<file path="config.mk">
export PLATFORM = sky130hd
export DESIGN_NAME = muldiv_unit
export DESIGN_NICKNAME = d
export VERILOG_FILES = /design/src/rtl/muldiv_unit_pkg.sv /design/src/rtl/muldiv_step.sv /design/src/rtl/muldiv_unit.sv
export SDC_FILE = /design/constraint.sdc
export NUM_CORES = 1
export LEC_CHECK = 0
export CAP_MARGIN = 20
export CORE_ASPECT_RATIO = 0.6
export CORE_MARGIN = 5
export CORE_UTILIZATION = 53
export CTS_CLUSTER_SIZE = 28
export DETAILED_ROUTE_END_ITERATION = 12
export DONT_BUFFER_PORTS = 1
export PLACE_DENSITY = 0.72
export SLEW_MARGIN = 20
export SYNTH_ARGS = -nofsm -noshare
export SYNTH_HDL_FRONTEND = slang
export SYNTH_SLANG_ARGS = --single-unit
</file>
<file path="constraint.sdc">
create_clock -name clk -period 11.6 [get_ports clk]
set_clock_uncertainty 0.05 [all_clocks]
set_input_delay 0.58 -clock clk [delete_from_list [all_inputs] [get_ports clk]]
set_output_delay 0.58 -clock clk [all_outputs]
set_load 0.1 [all_outputs]
</file>
<file path="src/rtl/muldiv_unit_pkg.sv">
// Shared definitions for the RV32M multiply/divide unit: funct3 opcodes,
// FSM state encodings and operand-signedness helpers.
package muldiv_unit_pkg;

   localparam int REG_DATA_WIDTH = 32;
   localparam int RS_WIDTH       = 5;

   localparam logic [6:0] FUNCT7_MULDIV = 7'b0000001;

   typedef enum logic [2:0] {
      MULDIV_MUL    = 3'b000,
      MULDIV_MULH   = 3'b001,
      MULDIV_MULHSU = 3'b010,
      MULDIV_MULHU  = 3'b011,
      MULDIV_DIV    = 3'b100,
      MULDIV_DIVU   = 3'b101,
      MULDIV_REM    = 3'b110,
      MULDIV_REMU   = 3'b111
   } muldiv_op_e;

   typedef enum logic [1:0] {
      MD_IDLE = 2'b00,
      MD_CALC = 2'b01,
      MD_DONE = 2'b10
   } md_state_e;

   // MUL's low half is sign-agnostic, so it is treated as unsigned.
   function automatic logic rs1_signed(input logic [2:0] f3);
      return (f3 == MULDIV_MULH) || (f3 == MULDIV_MULHSU) ||
             (f3 == MULDIV_DIV)  || (f3 == MULDIV_REM);
   endfunction

   function automatic logic rs2_signed(input logic [2:0] f3);
      return (f3 == MULDIV_MULH) || (f3 == MULDIV_DIV) || (f3 == MULDIV_REM);
   endfunction

endpackage

</file>
<file path="src/rtl/muldiv_step.sv">
// One iteration of the unsigned datapath: shift-add multiply or restoring
// divide over the packed {high, low} accumulator.
module muldiv_step #(
   parameter int XLEN = 32
) (
   input  logic              is_div,
   input  logic [2*XLEN-1:0] acc,
   input  logic [XLEN-1:0]   operand,
   output logic [2*XLEN-1:0] acc_next
);

   logic [XLEN:0] sum;
   logic [XLEN:0] trial;

   // Divide keeps {remainder, quotient}; multiply keeps {partial, multiplier}.
   always_comb begin
      sum   = {1'b0, acc[2*XLEN-1:XLEN]} + (acc[0] ? {1'b0, operand} : {(XLEN+1){1'b0}});
      trial = acc[2*XLEN-1:XLEN-1] - {1'b0, operand};
      if (is_div) begin
         if (trial[XLEN])
            acc_next = {acc[2*XLEN-2:0], 1'b0};
         else
            acc_next = {trial[XLEN-1:0], acc[XLEN-2:0], 1'b1};
      end else begin
         acc_next = {sum, acc[XLEN-1:1]};
      end
   end

endmodule

</file>
<file path="src/rtl/muldiv_unit.sv">
// Iterative RV32M multiply/divide unit with FSM, counter and sign fix-up.
// Define MULDIV_FAST_MUL_EN for a single-cycle combinational multiplier.
module muldiv_unit
   import muldiv_unit_pkg::*;
#(
   parameter int XLEN = REG_DATA_WIDTH
) (
   input  logic                clk,
   input  logic                rst,
   input  logic                start,
   input  logic [2:0]          funct3,
   input  logic [XLEN-1:0]     rs1_data,
   input  logic [XLEN-1:0]     rs2_data,
   input  logic [RS_WIDTH-1:0] rd_in,
   input  logic                flush,
   output logic                busy,
   output logic                done,
   output logic [XLEN-1:0]     result,
   output logic [RS_WIDTH-1:0] rd_out,
   output logic                regwrite_out
);

   localparam int CW = $clog2(XLEN + 1);
   localparam logic [XLEN-1:0] MIN_INT = {1'b1, {(XLEN-1){1'b0}}};

   md_state_e         state, state_next;
   logic [2:0]        op_q;
   logic              neg_res_q, neg_rem_q;
   logic [XLEN-1:0]   operand_q;
   logic [2*XLEN-1:0] acc_q, acc_next;
   logic [CW-1:0]     count_q;

   logic              accept, neg1, neg2, div_zero, div_ovf, fast_mul, fast_path;
   logic [XLEN-1:0]   mag1, mag2, fast_result;

   function automatic logic [XLEN-1:0] fixup(input logic [2:0] op, input logic neg_res,
                                             input logic neg_rem, input logic [2*XLEN-1:0] val);
      logic [2*XLEN-1:0] prod;
      logic [XLEN-1:0]   quo, rem;
      prod = neg_res ? -val : val;
      quo  = neg_res ? -val[XLEN-1:0] : val[XLEN-1:0];
      rem  = neg_rem ? -val[2*XLEN-1:XLEN] : val[2*XLEN-1:XLEN];
      if (!op[2])
         return (op == MULDIV_MUL) ? prod[XLEN-1:0] : prod[2*XLEN-1:XLEN];
      return op[1] ? rem : quo;
   endfunction

   assign accept   = (state == MD_IDLE) && start && !flush;
   assign neg1     = rs1_signed(funct3) && rs1_data[XLEN-1];
   assign neg2     = rs2_signed(funct3) && rs2_data[XLEN-1];
   assign mag1     = neg1 ? -rs1_data : rs1_data;
   assign mag2     = neg2 ? -rs2_data : rs2_data;
   assign div_zero = funct3[2] && (rs2_data == '0);
   assign div_ovf  = funct3[2] && !funct3[0] && (rs1_data == MIN_INT) && (rs2_data == '1);

`ifdef MULDIV_FAST_MUL_EN
   logic [2*XLEN-1:0] fast_prod;
   assign fast_prod = {{XLEN{1'b0}}, mag1} * {{XLEN{1'b0}}, mag2};
   assign fast_mul  = !funct3[2];
`else
   assign fast_mul  = 1'b0;
`endif

   assign fast_path = div_zero || div_ovf || fast_mul;

   // Results for ops that complete in a single cycle.
   always_comb begin
      fast_result = '0;
      if (div_zero)
         fast_result = funct3[1] ? rs1_data : {XLEN{1'b1}};
      else if (div_ovf)
         fast_result = funct3[1] ? {XLEN{1'b0}} : MIN_INT;
`ifdef MULDIV_FAST_MUL_EN
      else
         fast_result = fixup(funct3, neg1 ^ neg2, neg1, fast_prod);
`endif
   end

   muldiv_step #(.XLEN(XLEN)) u_step (
      .is_div   (op_q[2]),
      .acc      (acc_q),
      .operand  (operand_q),
      .acc_next (acc_next)
   );

   always_ff @(posedge clk) begin
      if (!rst)
         state <= MD_IDLE;
      else
         state <= state_next;
   end

   always_comb begin
      state_next = state;
      case (state)
         MD_IDLE: if (accept) state_next = fast_path ? MD_DONE : MD_CALC;
         MD_CALC: begin
            if (flush)
               state_next = MD_IDLE;
            else if (count_q == CW'(1))
               state_next = MD_DONE;
         end
         MD_DONE: state_next = MD_IDLE;
         default: state_next = MD_IDLE;
      endcase
   end

   // The last step's output is fixed up directly so the result lands with DONE.
   always_ff @(posedge clk) begin
      if (!rst) begin
         result    <= '0;
         rd_out    <= '0;
         count_q   <= '0;
         acc_q     <= '0;
         operand_q <= '0;
         op_q      <= '0;
         neg_res_q <= 1'b0;
         neg_rem_q <= 1'b0;
      end else begin
         case (state)
            MD_IDLE: begin
               if (accept) begin
                  op_q      <= funct3;
                  rd_out    <= rd_in;
                  neg_res_q <= neg1 ^ neg2;
                  neg_rem_q <= neg1;
                  operand_q <= mag2;
                  acc_q     <= {{XLEN{1'b0}}, mag1};
                  count_q   <= CW'(XLEN);
                  if (fast_path)
                     result <= fast_result;
               end
            end
            MD_CALC: begin
               if (!flush) begin
                  acc_q   <= acc_next;
                  count_q <= count_q - CW'(1);
                  if (count_q == CW'(1))
                     result <= fixup(op_q, neg_res_q, neg_rem_q, acc_next);
               end
            end
            default: ;
         endcase
      end
   end

   assign busy         = (state == MD_CALC) || accept;
   assign done         = (state == MD_DONE);
   assign regwrite_out = done && (rd_out != '0);

endmodule

</file>
==> results.ini <==
[grt]
grt_util_all_layers_pct=36.9
grt_max_degree=81
grt_first_pass_wirelength_mm=95.5
grt_pass1_vias=15700
globalRouteOverflowTotal=0
antenna_found_initial=1

[logic_synthesis]
ys_seq_area_share_pct=18.6
synth_area_leader_cell=dfxtp_1
yosys.area.top_type_share_pct=18.6
avgSynthCellArea_sq_um=6.99
ys_top_cells_by_area=dfxtp_1 (19%), nand2_1 (6.1%), ha_1 (5.6%)
ys_types=91
ys_warn_count=0
synth_edf_count=0
synth_area_sq_mm=0.0157
synth_commonest_cells=nand2_1 (254), nor2_1 (221), a21oi_1 (170), o21ai_0 (166), dfxtp_1 (146)
synth-async-reset-ratio_pct=0
synth.most_common_cell=nand2_1
synth_nets=2401
ys_ff_latch=146
synth_flop_cell=dfxtp_1
syn_inst=2252

[routing]
dr_total_vias=17600
drc=0
drtIter0Drc=2552
final_antenna_net_count=0
avgViaCountPerCell=6.91
drtPass1Iterations=6
routedWlPerCell_um=24.8
wirelength_mm=63.3

[clocking]
cts_resized=0
clkLatencyLatePin_ns=0.46
cts_tree=yes
post_cts_buffers=0
cts_buffers=17
cts.sinks=146
clk_pin_slew_worst_paths_ns=0.07
root_buffer=clkbuf_16
htreeDepth=4
holdBufCountCts=0
clockBufferDepth=2

[layout]
fin_nets=2290
syn2layout_area_growth_pct=4.57
layoutNonFillerInstCount=2554
final_core_util_pct=56.7
n_fill_cell=2835
n_antenna_cell=0
drive_above_1_share_pct=5.29

[timing]
period_share_pct=56.7
slew_viol_final=0
fmax_mhz=152
rsz0062_at_grt=no
hold_viol=0
hold_slack_ns=0.149
worst_pin_slew_ns=1.16
setup_viol=0
setup_tns_ns=0
fin_crit_ns=6.58
relSlewSlack_pct=22.5

[run_status]
status=finished, final reports clean

[pwr]
power.density_mw_per_mm2=106
p_total_mw=1.74
ir_drop_v=0.000109
p_leak_nw=5.90

[floorplan]
die-area_sq_mm=0.0333
start_util_pct=54.2
die_x_um=232
rows=48
core_sq_mm=0.0290
die_h_um=143
io_pins=116

[place]
io_buffer_count=0
gp_congestion=1.05
place_hpwl_mm=49.0
place_inst=2522

[hold_path]
min_path_type=input port to flop

[worst_setup_path]
path_cells=inv_1, ha_1, fa_1, and2b_1, o2111ai_1, a211o_1, a211o_1, mux2i_1, buf_4, nand2_2, nand2_1, o211ai_1, o21ai_0, ha_1, inv_1, a2111oi_2, a21oi_1, or4_1, nor4_1, mux2_1, a211oi_1, nor3_1
cp_slowest_cell=or4_1
cpPeakStageDelay_ns=0.74
cp_max_fo=21
cp.required_ns=11.89
critPathKind=flop to flop
startpoint_type=flop
arrival_ns=6.87
cp-end-kind=flop

[flow_run]
maxCapViolations=0

worst paths after layout:
check / startpoint / cells past startpoint / end / slack [ns]
setup reg to reg: acc_q[31] / 22 / result[30] / 5.02
hold reg to reg: acc_q[14] / 2 / acc_q[14] / 0.42
setup / recovery: acc_q[31] / 22 / result[30] / 5.02
hold / removal: flush / 1 / state[1] / 0.15
layer usage:
| metal | routed length, um | global-route usage (%) |
|---|---|---|
| met1 | 28500 | 56.0 |
| met5 | 13 | 0 |
| met4 | 988 | 6.59 |
| met2 | 23700 | 48.9 |
| met3 | 10100 | 14.6 |
cells in the final DEF, fill, tap and decap left out, types with 10 or more instances in the layout:
master	count
nand2_1	254
nor2_1	218
a21oi_1	170
o21ai_0	166
dfxtp_1	143
xnor2_1	99
xor2_1	76
ha_1	71
inv_1	69
nor3_1	62
nand3_1	57
a211oi_1	52
o211ai_1	45
o31ai_1	41
and2_1	38
mux2i_1	35
or3_1	34
a31oi_1	34
a21o_1	26
buf_4	26
a22oi_1	25
nand2b_1	23
nand4_1	22
or4_1	21
a221oi_1	19
nor4_1	19
nor2b_1	17
clkbuf_16	17
a311oi_1	15
o21a_1	14
and3_1	14
or2_2	14
o41ai_1	14
o221ai_1	12
a211o_1	11
mux2_2	10
metrics by stage:
| stage | worst slack, ns | cell area (sq um) |
|---|---|---|
| floorplan | 5.99 | 15700 |
| global placement | 5.37 | 15900 |
| detailed placement | 5.21 | 15900 |
| CTS | 5.16 | 16500 |
| global route | 4.52 | 16500 |
| finish | 5.02 | 16500 |
final cells by class:
| cell class | instances | area [sq um] | area share (%) |
|---|---|---|---|
| Tap cell | 400 | 500 | 3.04 |
| Inverter | 70 | 265 | 1.61 |
| Clock buffer | 17 | 425 | 2.59 |
| Multi-Input combinational cell | 1880 | 12000 | 72.8 |
| Sequential cell | 146 | 2930 | 17.8 |
| Timing Repair Buffer | 26 | 195 | 1.19 |
| Clock inverter | 15 | 161 | 0.981 |
cells by family (layout without fill, tap and decap cells):
group                    after synthesis  after routing  synth area share, %
AND/OR/NAND/NOR                      838            838                 25.6
AO/OA/AOI/OAI                        747            747                 31.5
buffers and inverters                226            128                 5.59
XOR/XNOR                             175            175                 9.74
flip-flops                           146            146                 18.6
adder cells (fa/ha/maj)               73             73                 5.90
multiplexers                          47             47                 3.11
critical path, delay by kind of cell (launching register included):
kind | cells | cell delay, ns
AND/OR/NAND/NOR | 6 | 1.92
AO/OA/AOI/OAI | 8 | 2.18
flip-flops | 1 | 0.37
adder cells (fa/ha/maj) | 3 | 0.87
multiplexers | 2 | 0.54
buffers and inverters | 3 | 0.51
power by group:
part           internal, mW  leakage [nW]  switching [mW]  total (mW)
sequential            0.526          1.19          0.0618       0.588
clock                 0.306         0.286           0.271       0.576
combinational         0.184          4.43           0.390       0.574
total                  1.02          5.90           0.723        1.74
state kept, by name (all words and copies together) (netlist names):
name	count
state	2
rd_out	5
result	32
op_q	3
acc_q	64
count_q	6
neg_rem_q	1
operand_q	32
neg_res_q	1
Power figures use the tool's default switching activity.
